$ cat src/rtl/parity_generator_tx.sv
// parity_generator_tx
//   Transmit-side companion of the 64-bit parity checker. Words arrive over a
//   valid/ready handshake. Even and odd parity are computed when a word is
//   enqueued and stored with it in a small FIFO. The head entry is presented
//   to the link over a second valid/ready port.
//
//   Optional feature macro: PARITY_TX_ERR_INJECT_EN
//     When it is defined, the block gains an injectErr input. When injectErr
//     is high during an accepted push, both stored parity bits are inverted.
//
// Ports
//   clk, reset         single rising-edge clock, asynchronous active-high reset
//   inData/inValid     word to transmit and its valid flag
//   inReady            FIFO has a free entry (fillCount < DEPTH)
//   injectErr          (macro only) corrupt parity of the word being pushed
//   txData             head-of-FIFO word
//   txEvenParity       stored ^word   (ones count including this bit is even)
//   txOddParity        stored ~^word  (ones count including this bit is odd)
//   txValid/txReady    FIFO non-empty / downstream accepts
//   fillCount          current occupancy, 0..DEPTH
//   sentCount          words popped since reset, wraps silently
module parity_generator_tx #(
  parameter int unsigned DATA_WIDTH = 64,
  parameter int unsigned DEPTH      = 4,
  parameter int unsigned CNT_WIDTH  = 16
) (
  input  logic                    clk,
  input  logic                    reset,
  input  logic [DATA_WIDTH-1:0]   inData,
  input  logic                    inValid,
`ifdef PARITY_TX_ERR_INJECT_EN
  input  logic                    injectErr,
`endif
  output logic                    inReady,
  output logic [DATA_WIDTH-1:0]   txData,
  output logic                    txEvenParity,
  output logic                    txOddParity,
  output logic                    txValid,
  input  logic                    txReady,
  output logic [$clog2(DEPTH):0]  fillCount,
  output logic [CNT_WIDTH-1:0]    sentCount
);

  localparam int unsigned PTR_W  = $clog2(DEPTH);
  localparam int unsigned FILL_W = PTR_W + 1;

  logic [DATA_WIDTH-1:0] dataMem [DEPTH];
  logic                  evenMem [DEPTH];
  logic                  oddMem  [DEPTH];

  logic [PTR_W-1:0] wrPtr;
  logic [PTR_W-1:0] rdPtr;

  logic pushEn_c;
  logic popEn_c;
  logic evenBit_c;
  logic oddBit_c;

  // Handshake decode; status flags come straight from the occupancy register.
  assign inReady  = (fillCount != FILL_W'(DEPTH));
  assign txValid  = (fillCount != FILL_W'(0));
  assign pushEn_c = inValid & inReady;
  assign popEn_c  = txValid & txReady;

  // Parity of the incoming word, optionally inverted for error injection.
`ifdef PARITY_TX_ERR_INJECT_EN
  assign evenBit_c = (^inData)  ^ injectErr;
  assign oddBit_c  = (~^inData) ^ injectErr;
`else
  assign evenBit_c = ^inData;
  assign oddBit_c  = ~^inData;
`endif

  // Head entry drives the link; parity is read back as stored, never recomputed.
  assign txData       = dataMem[rdPtr];
  assign txEvenParity = evenMem[rdPtr];
  assign txOddParity  = oddMem[rdPtr];

  // FIFO storage, pointers and counters. Reset clears every entry so the
  // output port shows data=0, even=0, odd=1 while empty after reset.
  always_ff @(posedge clk or posedge reset) begin
    if (reset) begin
      wrPtr     <= '0;
      rdPtr     <= '0;
      fillCount <= '0;
      sentCount <= '0;
      for (int i = 0; i < int'(DEPTH); i++) begin
        dataMem[i] <= '0;
        evenMem[i] <= 1'b0;
        oddMem[i]  <= 1'b1;
      end
    end else begin
      if (pushEn_c) begin
        dataMem[wrPtr] <= inData;
        evenMem[wrPtr] <= evenBit_c;
        oddMem[wrPtr]  <= oddBit_c;
        wrPtr          <= wrPtr + PTR_W'(1);
      end
      if (popEn_c) begin
        rdPtr     <= rdPtr + PTR_W'(1);
        sentCount <= sentCount + CNT_WIDTH'(1);
      end
      if (pushEn_c && !popEn_c) begin
        fillCount <= fillCount + FILL_W'(1);
      end else if (!pushEn_c && popEn_c) begin
        fillCount <= fillCount - FILL_W'(1);
      end
    end
  end

endmodule

$ cat config.mk
export PLATFORM = sky130hd
export DESIGN_NAME = parity_generator_tx
export DESIGN_NICKNAME = d
export VERILOG_FILES = /design/src/rtl/parity_generator_tx.sv
export SDC_FILE = /design/constraint.sdc
export NUM_CORES = 1
export LEC_CHECK = 0
export CORE_MARGIN = 2
export CORE_UTILIZATION = 45
export DETAILED_ROUTE_END_ITERATION = 10
export DONT_BUFFER_PORTS = 1
export HOLD_SLACK_MARGIN = 0.15
export PLACE_DENSITY_LB_ADDON = 0.05
export SLEW_MARGIN = 20
export SYNTH_ARGS = -nofsm -noshare
export SYNTH_HDL_FRONTEND = slang
export SYNTH_SLANG_ARGS = --single-unit
$ cat constraint.sdc
create_clock -name clk -period 9.2 [get_ports clk]
set_input_delay 0.46 -clock clk [delete_from_list [all_inputs] [get_ports clk]]
set_output_delay 0.46 -clock clk [all_outputs]
set_load 0.02 [all_outputs]
==> key figures <==
Run status
  • Outcome: complete, no violations

Setup path
  • Max FO, Critical Path: 40
  • WP data required: 8.74 ns
  • Worst R2R Path Depth: 6
  • WS Path Type: reg -> out
  • R2R setup slack: 6.26 ns
  • Setup crit end kind: output pin
  • Crit path arrival time: 2.85 ns
  • Startpoint Class: register

Hold path
  • WHS Path Cells: 3
  • Worst min-delay path category: in -> reg

Yosys
  • #FFs+latches synth: ~290
  • EDFF count, synth: 0
  • Synth async-reset ratio: 100%
  • Sequential share of the synthesized area: 55.8%
  • Area fraction of the dominant cell type after synthesis: 55.0%
  • Cells after Synth: 803
  • Area contributors post-synth: dfrtp_1, mux2_2, mux4_2, xnor2_1, xor2_1
  • Top cells by count, synth: dfrtp_1, mux2_2, xnor2_1, mux4_2, clkbuf_1
  • Library cells used by synthesis: 23
  • Post-Syn Area per Cell: 16.0 um2
  • Top-count cell post-synth: dfrtp_1
  • Mapped Area: 12900 um2
  • Synth warn: 0
  • Post-synth top area cell: dfrtp_1
  • Synthesized Nets: 878
  • Most used DFF post-synth: dfrtp_1

GRT
  • First-pass GRT wire length: 45500 um
  • Largest net degree at the start of global routing: 156
  • Vias in the first global route: 7985
  • Gr usage total: 19.4%
  • Grt total ovfl: 0
  • Initial antenna violation count: 1

Layout
  • Fraction of layout cells with a size suffix above 1: roughly 45%
  • Layout Nets: 941
  • # diodes: 0
  • Area grow syn2layout: 17.4%
  • Fillers: 2296

Clock network
  • Clk buf depth: 3
  • H-Tree Depth: 2
  • Clock latency on the worst-skew pair: 0.50 ns
  • Reg clk slew, reported paths: roughly 0.050 ns
  • Clock tree root driver cell: clkbuf_16
  • CTS buffer count: 34
  • Postcts setup bufs: 0
  • CTS tree: built
  • Clock sinks: 287

Pwr
  • Pwr dens: 402 nW/um2
  • Clock power share: around 23%
  • Leak: 0.00628 uW
  • Switching part of the total power: 34.3%
  • Design Power: roughly 6100 uW
  • Internal: roughly 4000 uW
  • Power share of the combinational group: 38.6%
  • Peak VDD IR: 0.000178 V
  • Part of the power in registers: 38.2%
  • Psw: 2080 uW

Die
  • Die X: roughly 170 um
  • I/O pins: 155
  • Die area: 30000 um2
  • Core ar.: around 28000 um2
  • Die Ht: ~170 um
  • Row cnt: 61
  • Initial core utilization: between 40% and 50%

Timing
  • Tcrit/Tclk final: 35.9%
  • Highest clock rate: roughly 300 MHz
  • Final min period: 3.31 ns
  • Fin. Hold Viols: 0
  • RSZ-0062 raised after global routing: no
  • Final Max Slew Viols: 0
  • Hold WS: 0.390 ns
  • Worst-Margin Slew: 0.933 ns
  • Normalized max-slew margin: 37.8%
  • Setup TNS: 0 ns
  • Setup Viol. Count Final: 0
  • Max Clock Skew: roughly 0.010 ns

Job
  • MaxCap Viol Count: 0

Place
  • PortBufs: 0
  • Post-DP HPWL: 16900 um
  • GPL Wtd Cong: 0.726

Routing
  • Initial detailed-routing violation count: 212
  • Final ANT Viol Nets: 0
  • Final WL: approximately 28000 um
  • Pre-antenna DRT Iters: 4
  • DR vias/cell: roughly 5.5
  • Total number of vias: 6989
  • DR WL/cell: between 20 and 25 um
  • DRC: 0
-- metrics by stage --
| step | setup WS (ns) | instance area (um2) | cells | util [%] |
|---|---|---|---|---|
| floorplan | 0.826 | 12900 | 803 | - |
| global placement | 6.26 | 13300 | 1143 | 47.3 |
| detailed placement | 6.23 | 13300 | 1143 | 47.3 |
| CTS | 5.78 | 15100 | 1269 | 54.0 |
| global route | 5.65 | 15100 | 1269 | 54.0 |
| finish | 5.89 | 15100 | 1269 | 54.0 |
-- flip-flops by register name, summed over array words and instances, names as in the netlist --
name,cells
sentCount,16
wrPtr,2
dataMem,256
fillCount,3
evenMem,4
rdPtr,2
oddMem,4
-- power by group through the flow --
stage,Clock (uW),Combinational (uW),Sequential [uW]
after floorplan,0,2030,2140
after global placement,0,2280,2290
after detailed placement,0,2350,2350
after CTS,1450,2390,2330
after global routing,1510,2510,2410
final,1410,2340,2320
-- cell families (layout without fill, tap and decap cells) --
group	count (synthesis)	in the layout	synth area share [%]
adders and majority gates	7	7	0.739
buffers and inverters	52	140	1.69
muxes	327	327	34.4
DFF	287	287	55.8
xor gates and xnor gates	84	84	5.72
AOI/OAI and AO/OA	5	5	0.194
and+or+nand+nor	41	41	1.44
-- routing by layer --
| metal | part of all wire (%) | global-route usage (%) | routed length (um) | vias to the layer above |
|---|---|---|---|---|
| met2 | 51 | 33.0 | 14400 | 160 |
| met4 | 2.5 | 6.00 | 707 | 0 |
| met3 | 5.8 | 5.08 | 1630 | 50 |
| li1 | - | - | - | 3052 |
| met5 | 0 | 0 | 0 | - |
| met1 | 41 | 24.5 | 11500 | 3727 |
-- final timing paths --
path / startpoint / endpoint
setup / recovery: rdPtr[0] / txData[27]
hold / removal: txReady / sentCount[1]
setup reg to reg: fillCount[0] / dataMem[189]
hold reg to reg: oddMem[1] / oddMem[1]
max in group asynchronous: reset / rdPtr[1]
min in group asynchronous: reset / dataMem[169]
-- critical path, stage by stage (launching register included) --
cell and delay (ns):
dfrtp_4 0.95, buf_4 0.66, mux4_2 0.70
-- cell usage in the layout (no fill, tap or decap) --
cell,n
and4_1,1
nand2_1,15
mux4_2,66
clkbuf_8,5
inv_1,6
nand3_1,6
clkinv_2,5
bufinv_16,5
fa_1,1
nor3_1,1
and2_0,1
buf_4,6
nor4_1,1
mux2_2,261
nand2_4,4
clkbuf_1,9
ha_1,6
xor2_1,13
dfrtp_1,281
clkbuf_16,37
and2_1,1
o21ai_0,5
or3_1,1
nor2_1,7
inv_8,1
xnor2_1,71
dfrtp_4,2
dlygate4sd3_1,65
dfstp_2,4
buf_12,1
nand4_1,3
-- repair_timing --
| action | CTS | global route |
|---|---|---|
| endpoints found under the hold margin | 388 | 0 |
| hold buffers | 65 | 0 |
| resized for setup | 0 | 0 |
-- area by class of cell --
class / count / area [um2] / share of cell area (%)
flip-flops and latches: 287 / 7190 / 47.6
multi-input cells: 464 / 5500 / 36.4
clock buffers: 51 / 1030 / 6.80
repair buffers: 72 / 716 / 4.73
well taps: 378 / 473 / 3.13
clock inverters: 10 / 175 / 1.16
inverters: 7 / 33.8 / 0.223
Power figures use the tool's default switching activity.
